`config.mk`:
```
export PLATFORM = sky130hd
export DESIGN_NAME = pipelined_add_sub
export DESIGN_NICKNAME = d
export VERILOG_FILES = /design/src/rtl/pipelined_add_sub_pkg.sv /design/src/rtl/pipelined_add_sub_chunk_adder.sv /design/src/rtl/pipelined_add_sub.sv
export SDC_FILE = /design/constraint.sdc
export NUM_CORES = 1
export LEC_CHECK = 0
export CAP_MARGIN = 20
export CORE_MARGIN = 2
export CORE_UTILIZATION = 60
export CTS_CLUSTER_DIAMETER = 60
export DETAILED_ROUTE_END_ITERATION = 8
export DONT_BUFFER_PORTS = 1
export GPL_ROUTABILITY_DRIVEN = 0
export PLACE_DENSITY = 0.81
export SYNTH_ARGS = -nofsm -noshare
export SYNTH_HDL_FRONTEND = slang
export SYNTH_SLANG_ARGS = --single-unit
```
`constraint.sdc`:
```
create_clock -name clk -period 8.1 [get_ports clk]
set_clock_uncertainty 0.15 [all_clocks]
set_input_delay 0.81 -clock clk [delete_from_list [all_inputs] [get_ports clk]]
set_output_delay 0.81 -clock clk [all_outputs]
set_load 0.01 [all_outputs]
```
`src/rtl/pipelined_add_sub_pkg.sv`:
```
// ---------------------------------------------------------------------------
// pipelined_add_sub_pkg
// Shared definitions for the pipelined adder/subtracter and the ALU decoder.
//   OP_ADD / OP_SUB : encoding of the 'sub' operation select bit.
// ---------------------------------------------------------------------------
package pipelined_add_sub_pkg;

    typedef logic op_t;

    localparam op_t OP_ADD = 1'b0;
    localparam op_t OP_SUB = 1'b1;

endpackage

```
`src/rtl/pipelined_add_sub_chunk_adder.sv`:
```
// ---------------------------------------------------------------------------
// chunk_adder
// Combinational CHUNK-bit ripple-carry adder used once per pipeline stage.
// Ports:
//   i_a, i_b    : CHUNK-bit addends
//   i_c_in      : carry into bit 0
//   o_sum       : CHUNK-bit sum
//   o_c_out     : carry out of the top bit
//   o_c_msb_in  : carry into the top bit (signed-overflow detection)
// ---------------------------------------------------------------------------
module chunk_adder #(
    parameter int CHUNK = 8
) (
    input  logic [CHUNK-1:0] i_a,
    input  logic [CHUNK-1:0] i_b,
    input  logic             i_c_in,
    output logic [CHUNK-1:0] o_sum,
    output logic             o_c_out,
    output logic             o_c_msb_in
);

    logic [CHUNK:0] w_carry;

    always_comb begin
        w_carry    = '0;
        o_sum      = '0;
        w_carry[0] = i_c_in;
        for (int i = 0; i < CHUNK; i++) begin
            o_sum[i]       = i_a[i] ^ i_b[i] ^ w_carry[i];
            w_carry[i + 1] = (i_a[i] & i_b[i]) | (w_carry[i] & (i_a[i] ^ i_b[i]));
        end
    end

    assign o_c_out    = w_carry[CHUNK];
    assign o_c_msb_in = w_carry[CHUNK-1];

endmodule

```
`src/rtl/pipelined_add_sub.sv`:
```
// ---------------------------------------------------------------------------
// pipelined_add_sub
// Pipelined WIDTH-bit two's-complement adder/subtracter. The operands are cut
// into STAGES chunks of CHUNK bits; stage k adds chunk k and passes its carry
// to stage k+1. Latency is STAGES cycles, throughput one result per cycle.
// Ports:
//   clk, rst             : clock, asynchronous active-high reset
//   in_valid / in_ready  : operand handshake (in_ready = ~out_valid | out_ready)
//   a, b, sub            : operands and operation (OP_ADD / OP_SUB)
//   out_valid / out_ready: result handshake
//   result               : a +/- b modulo 2^WIDTH
//   carry                : carry out of MSB (for subtraction 1 = no borrow)
//   overflow             : signed overflow
//   zero                 : result == 0
// ---------------------------------------------------------------------------
module pipelined_add_sub
    import pipelined_add_sub_pkg::*;
#(
    parameter int WIDTH  = 32,
    parameter int STAGES = 4
) (
    input  logic             clk,
    input  logic             rst,
    input  logic             in_valid,
    output logic             in_ready,
    input  logic [WIDTH-1:0] a,
    input  logic [WIDTH-1:0] b,
    input  logic             sub,
    output logic             out_valid,
    input  logic             out_ready,
    output logic [WIDTH-1:0] result,
    output logic             carry,
    output logic             overflow,
    output logic             zero
);

    localparam int CHUNK = WIDTH / STAGES;

    logic             w_advance;
    logic [WIDTH-1:0] w_b_eff;
    logic             w_c_in0;

    // The whole pipe moves as one: a stalled output freezes every stage, so
    // bubbles are kept in place rather than squeezed out.
    assign w_advance = ~out_valid | out_ready;
    assign in_ready  = w_advance;

    // a - b is computed as a + ~b + 1, the +1 entering as carry into chunk 0.
    assign w_b_eff = (sub == OP_SUB) ? ~b : b;
    assign w_c_in0 = (sub == OP_SUB);

    for (genvar gi = 0; gi < STAGES; gi++) begin : g_stage
        // Operand bits still pending at this stage (this chunk and above) and
        // result bits assembled once this stage has added its chunk.
        localparam int IN_W  = WIDTH - gi * CHUNK;
        localparam int SUM_W = (gi + 1) * CHUNK;

        logic [IN_W-1:0]  w_a_in;
        logic [IN_W-1:0]  w_b_in;
        logic             w_c_in;
        logic             w_v_in;
        logic [CHUNK-1:0] w_sum_chunk;
        logic             w_c_out;
        logic [SUM_W-1:0] w_sum_next;

        logic             r_v;
        logic             r_c;
        logic [SUM_W-1:0] r_sum;

        if (gi == 0) begin : g_first
            assign w_a_in     = a;
            assign w_b_in     = w_b_eff;
            assign w_c_in     = w_c_in0;
            assign w_v_in     = in_valid;
            assign w_sum_next = w_sum_chunk;
        end else begin : g_next
            assign w_a_in     = g_stage[gi-1].g_fwd.r_a;
            assign w_b_in     = g_stage[gi-1].g_fwd.r_b;
            assign w_c_in     = g_stage[gi-1].r_c;
            assign w_v_in     = g_stage[gi-1].r_v;
            assign w_sum_next = {w_sum_chunk, g_stage[gi-1].r_sum};
        end

        always_ff @(posedge clk or posedge rst) begin
            if (rst) begin
                r_v   <= 1'b0;
                r_c   <= 1'b0;
                r_sum <= '0;
            end else if (w_advance) begin
                r_v   <= w_v_in;
                r_c   <= w_c_out;
                r_sum <= w_sum_next;
            end
        end

        if (gi < STAGES - 1) begin : g_fwd
            // Upper operand chunks travel alongside the partial sum.
            logic             w_c_msb_unused;
            logic [IN_W-CHUNK-1:0] r_a;
            logic [IN_W-CHUNK-1:0] r_b;

            chunk_adder #(.CHUNK(CHUNK)) u_chunk (
                .i_a        (w_a_in[CHUNK-1:0]),
                .i_b        (w_b_in[CHUNK-1:0]),
                .i_c_in     (w_c_in),
                .o_sum      (w_sum_chunk),
                .o_c_out    (w_c_out),
                .o_c_msb_in (w_c_msb_unused)
            );

            always_ff @(posedge clk or posedge rst) begin
                if (rst) begin
                    r_a <= '0;
                    r_b <= '0;
                end else if (w_advance) begin
                    r_a <= w_a_in[IN_W-1:CHUNK];
                    r_b <= w_b_in[IN_W-1:CHUNK];
                end
            end
        end else begin : g_last
            // Final chunk holds the MSB, so the flags are formed here.
            logic w_c_msb_in;
            logic r_ovf;
            logic r_zero;

            chunk_adder #(.CHUNK(CHUNK)) u_chunk (
                .i_a        (w_a_in[CHUNK-1:0]),
                .i_b        (w_b_in[CHUNK-1:0]),
                .i_c_in     (w_c_in),
                .o_sum      (w_sum_chunk),
                .o_c_out    (w_c_out),
                .o_c_msb_in (w_c_msb_in)
            );

            always_ff @(posedge clk or posedge rst) begin
                if (rst) begin
                    r_ovf  <= 1'b0;
                    r_zero <= 1'b0;
                end else if (w_advance) begin
                    r_ovf  <= w_c_msb_in ^ w_c_out;
                    r_zero <= (w_sum_next == '0);
                end
            end
        end
    end

    assign out_valid = g_stage[STAGES-1].r_v;
    assign result    = g_stage[STAGES-1].r_sum;
    assign carry     = g_stage[STAGES-1].r_c;
    assign overflow  = g_stage[STAGES-1].g_last.r_ovf;
    assign zero      = g_stage[STAGES-1].g_last.r_zero;

endmodule
```
-- Word-level counts from Yosys, hierarchy flattened
Index checks and enable logic that the tools add are counted.
- bits in registers: 186
- bits of input ports: 69
- output and inout port bits: 37
- logic and storage cells: 186
- muxes and demuxes: 1
- bitwise operators: 164
- reductions and logical operators: 1
- operators by type and width (cell ; count):
    $xor 1x1->1 ; 65
    $and 1x1->1 ; 64
    $or 1x1->1 ; 33
    $logic_not 32->1 ; 1
    $mux 32 ; 1
    $not 32->32 ; 1
    $not 1->1 ; 1

-- Longest topological paths before layout
- word-level depth: 19
- gate-level depth with buffers: 14
- depth with buffers taken out: 14

-- Hierarchy
From an unflattened synthesis, not the netlist that was laid out.
- cell total of the unflattened synthesis: 879
- area, all modules: 8192.9 um^2
- modules (own cells, without submodules) (module ; instances ; cells each ; area each (um^2) ; seq. area each (um^2)):
    pipelined_add_sub ; 1 ; 807 ; 7402.1 ; 4654.5
    chunk_adder ; 4 ; 18 ; 197.7 ; 0.0

-- Least setup slack after synthesis
OpenSTA, ideal clock, no wires.
- path kind: in2reg
- start point: input port sub
- end point: register g_stage[0].r_sum[7]
- setup time: 0.117 ns
- arrival time: 4.157 ns
- data required time: 7.833 ns
- path slack: 3.677 ns
- stages on the path: 14
- path buffers: 2
- cell sequence: buf_2 buf_4 xor2_1 fa_1 inv_1 fa_1 fa_1 fa_1 fa_1 fa_1 inv_1 fa_1 nand2_1 nand2_1
- word-level cells in the longest chain between the ends: 17
- elaborated cells between the ends (all ways): 31
- those cells by class: 1 x mux; 30 x bitwise
- RTL lines (element ; line ; source):
    from (decl) ; pipelined_add_sub.sv:28 ; input logic sub,
    $mux 32 ; pipelined_add_sub.sv:49 ; assign w_b_eff = (sub == OP_SUB) ? ~b : b;
    $xor 1x1->1 ; pipelined_add_sub_chunk_adder.sv:30 ; w_carry[i + 1] = (i_a[i] & i_b[i]) | (w_carry[i] & (i_a[i] ^ i_b[i]));
    $and 1x1->1 ; pipelined_add_sub_chunk_adder.sv:30 ;
    $or 1x1->1 ; pipelined_add_sub_chunk_adder.sv:30 ;
    $and 1x1->1 ; pipelined_add_sub_chunk_adder.sv:30 ;
    $or 1x1->1 ; pipelined_add_sub_chunk_adder.sv:30 ;
    $and 1x1->1 ; pipelined_add_sub_chunk_adder.sv:30 ;
    $or 1x1->1 ; pipelined_add_sub_chunk_adder.sv:30 ;
    [... 2 more ...] ; - ;
    $and 1x1->1 ; pipelined_add_sub_chunk_adder.sv:30 ;
    $or 1x1->1 ; pipelined_add_sub_chunk_adder.sv:30 ;
    $and 1x1->1 ; pipelined_add_sub_chunk_adder.sv:30 ;
    $or 1x1->1 ; pipelined_add_sub_chunk_adder.sv:30 ;
    $and 1x1->1 ; pipelined_add_sub_chunk_adder.sv:30 ;
    $or 1x1->1 ; pipelined_add_sub_chunk_adder.sv:30 ;
    $xor 1x1->1 (*) ; pipelined_add_sub_chunk_adder.sv:29 ; o_sum[i] = i_a[i] ^ i_b[i] ^ w_carry[i];
    net g_stage[0].g_fwd.u_chunk.o_sum[7] ; pipelined_add_sub_chunk_adder.sv:17 ; output logic [CHUNK-1:0] o_sum,
    to (signal assigned) ; pipelined_add_sub.sv:92 ; r_sum <= w_sum_next;
    to (decl) ; pipelined_add_sub.sv:68 ; logic [SUM_W-1:0] r_sum;
Mark *: on every way through the listed nets, which the timed path passes. The rest lies on a longest branch.
A chain may end at the register's enable or synchronous reset.

-- Final worst setup path
- start point: register g_stage[2].r_c
- end point: register g_stage[3].g_last.r_zero, in the netlist zero
- word-level cells in the longest chain between the ends: 16
- elaborated cells between the ends (all ways): 23
- those cells by class: 22 x bitwise; 1 x reduce/logical
- RTL lines (element ; line ; source):
    from (decl) ; pipelined_add_sub.sv:67 ; logic r_c;
    from (signal assigned) ; pipelined_add_sub.sv:91 ; r_c <= w_c_out;
    $and 1x1->1 ; pipelined_add_sub_chunk_adder.sv:30 ;
    $or 1x1->1 ; pipelined_add_sub_chunk_adder.sv:30 ;
    $and 1x1->1 ; pipelined_add_sub_chunk_adder.sv:30 ;
    $or 1x1->1 ; pipelined_add_sub_chunk_adder.sv:30 ;
    $and 1x1->1 ; pipelined_add_sub_chunk_adder.sv:30 ;
    $or 1x1->1 ; pipelined_add_sub_chunk_adder.sv:30 ;
    $and 1x1->1 ; pipelined_add_sub_chunk_adder.sv:30 ;
    $or 1x1->1 ; pipelined_add_sub_chunk_adder.sv:30 ;
    $and 1x1->1 ; pipelined_add_sub_chunk_adder.sv:30 ;
    $or 1x1->1 ; pipelined_add_sub_chunk_adder.sv:30 ;
    $and 1x1->1 ; pipelined_add_sub_chunk_adder.sv:30 ;
    $or 1x1->1 ; pipelined_add_sub_chunk_adder.sv:30 ;
    $and 1x1->1 ; pipelined_add_sub_chunk_adder.sv:30 ;
    $or 1x1->1 ; pipelined_add_sub_chunk_adder.sv:30 ;
    $xor 1x1->1 ; pipelined_add_sub_chunk_adder.sv:29 ;
    $logic_not 32->1 (*) ; pipelined_add_sub.sv:141 ; r_zero <= (w_sum_next == '0);
    to (signal assigned) ; pipelined_add_sub.sv:141 ;
    to (decl) ; pipelined_add_sub.sv:124 ; logic r_zero;
Every way passes the cells marked *; elsewhere a longest branch is shown, timed or not.

==> metrics.yaml <==
leakagePower_nw: 4.356
remaining_drc_errors: 0
async_flop_share_pct: 100.0
fp.dieW_um: 119.8
synth_ff_type: "dfrtp_1"
hp-class: "in2async"
io_buffers: 0
setup_viol: 0
post_cts_buffers: 0
critical_path_buf_inv_count: 3
final_hold_viol_count: 0
cp.arrival_ns: 4.46
ys.warnings.count: 0
antenna_left: 0
drt_first_pass_iters: 4
routed_wl_um: 14320
postSynthCellCount: 841
slew_headroom_pct: 29.51
maxCapViolations: 0
grt.overflow.total: 0
antenna_found_initial: 0
dr.first_iter.drc_count: 350
slowest_delay_ns: 0.44
numCtsBuffers: 17
critPathRequiredTime_ns: 8.28
syn-num-nets: 941
first_global_vias: 4848
area_delta_synth_final_pct: 7.543
tightest_slew_ns: 1.057
min_period_ns: 4.286
setup_tns_ns: 0
routedWlPerCell_um: 14.17
grt_max_degree: 120
final_cell_mix: "nand2_1 (438), dfrtp_1 (186), o21ai_0 (35)"
nets: 921
period_share_pct: 52.91
dpl.cell_count: 977
final_cells: 1010
core-area_um2: 13190
clockBufferDepth: 2
hpwlAfterDp_um: 9489
synth_edf_count: 0
fmax_mhz: 233.3
cp_common_cell: "fa_1"
final_max_slew_viol_count: 0
syn_avg_cell_area_um2: 9.566
htree_levels: 4
startpoint_type: "register"
peakVddDrop_uv: 241.4
crit_slowest_cell: "fa_1"
cts_tree: "yes"
synth.distinct_cells: 22
end_kind: "register"
critical_path_class: "reg2reg"
clkTransAtPathRegs_ns: 0.07
std_cell_rows: 42
die_y_um: 119.8
rsz0062_at_grt: "no"
cts_hold_buf: 0
status: "complete, no violations"
cpLargestDelayFamily: "adder cells"
synth_seq_cells: 186
start_util_pct: 60.99
grt_pass1_wl_um: 24240
path_cells: "fa_1 -> fa_1 -> fa_1 -> fa_1 -> inv_1 -> fa_1 -> inv_1 -> fa_1 -> fa_1 -> inv_1 -> fa_1 -> nor4b_1 -> nand4_1 -> o31ai_1"
cts-root-buf: "clkbuf_16"
cts.repair.resized: 0
syn_area_um2: 8045
track_usage_pct: 21.67
drive_gt1_share_pct: 5.755
vias: 5096
antenna_cells: 0
power.density_nw_per_um2: 402.4
critPathMaxFanout: 2
vias_per_cell: 5.046
power.total_w: 0.003482
yosysSeqAreaShare_pct: 57.85
mostFrequentLayoutCell: "nand2_1"
cts.sinks: 186
clk_latency_ns: 0.43
dieArea_um2: 14350
boundaryPins: 106
## cells by family (layout without fill, tap and decap cells)
group / count (synthesis) / count (layout) / synth area share (%)
AND/OR/NAND/NOR: 465 / 465 / 22.16
flip-flops: 186 / 186 / 57.85
buffers and inverters: 74 / 67 / 4.774
AO/OA/AOI/OAI: 51 / 51 / 3.764
XOR/XNOR: 33 / 33 / 3.593
adder cells (fa/ha/maj): 31 / 31 / 7.714
multiplexers: 1 / 1 / 0.1400
## registers in the layout, indices dropped and copies added, names as in the netlist
signal,cells
g_stage.r_sum,48
out_valid,1
result,32
g_stage.r_c,3
g_stage.r_v,3
overflow,1
g_stage.g_fwd.r_a,48
g_stage.g_fwd.r_b,48
zero,1
carry,1
## worst register-to-register path, delay by kind of cell, from the launching register on
family,cells,cell delay (ns)
AO/OA/AOI/OAI,1,0.26
adder cells (fa/ha/maj),8,2.74
buffers and inverters,3,0.21
flip-flops,1,0.40
AND/OR/NAND/NOR,2,0.44
## per-layer routing
layer,vias to the layer above,track usage [%],part of all wire (%)
met4,0,8.382,2.0
li1,2521,-,-
met3,21,5.798,6.5
met2,115,31.36,46
met1,2439,31.80,46
met5,-,0,0
## through the flow
step / worst slack (ns) / util, % / instance area [um2] / hold WS, ns
3_5_place_dp: 3.843 / 60.95 / 8039 / 0.3027
4_1_cts: 3.813 / 65.39 / 8625 / 0.3163
6_report: 3.814 / 65.59 / 8652 / 0.04676
2_1_floorplan: 2.083 / - / 8045 / 0.2800
3_3_place_gp: 3.920 / 60.95 / 8039 / 0.2974
5_1_grt: 3.570 / 65.59 / 8652 / 0.06170
## synthesized netlist by cell type, types with 2 or more instances
cell type | instances | share of area, %
nor4_1 | 6 | 0.47
xnor2_1 | 28 | 3.0
nand2_1 | 438 | 20
dfrtp_1 | 186 | 58
xor2_1 | 5 | 0.54
buf_6 | 4 | 0.56
inv_1 | 29 | 1.4
buf_4 | 11 | 1.0
nand4_1 | 2 | 0.16
nor4b_1 | 2 | 0.22
clkbuf_1 | 3 | 0.14
buf_2 | 26 | 1.6
a21oi_2 | 12 | 1.3
fa_1 | 31 | 7.7
a21oi_1 | 3 | 0.19
nor2_1 | 15 | 0.70
o21ai_0 | 35 | 2.2
## where the power goes
part           switching, W  internal (W)
Sequential         0.000340       0.00134
Combinational      0.000593      0.000391
Clock              0.000327      0.000487
## path summary, 6_finish.rpt
| path | from | end | slack [ns] | depth (start not counted) |
|---|---|---|---|---|
| max | g_stage[2].r_c | zero | 3.81 | 14 |
| min | rst | result[2] | 0.05 | 1 |
| max reg2reg | g_stage[2].r_c | zero | 3.81 | 14 |
| min reg2reg | g_stage[2].r_v | g_stage[2].r_v | 0.31 | 2 |
| max in group asynchronous | rst | g_stage[0].g_fwd.r_a[5] | 6.18 | 3 |
| min in group clk | g_stage[2].r_v | g_stage[2].r_v | 0.31 | 2 |
## area by class of cell
class / instances / area [um2]
tap: 176 / 220.2
clock buffer: 26 / 499.2
multi-input combinational: 581 / 3012
timing repair buffer: 5 / 57.56
sequential: 186 / 4654
clock inverter: 6 / 86.33
inverter: 30 / 122.6
fill: 1105 / 4538
Note: power is estimated with default switching activity, not from simulation.
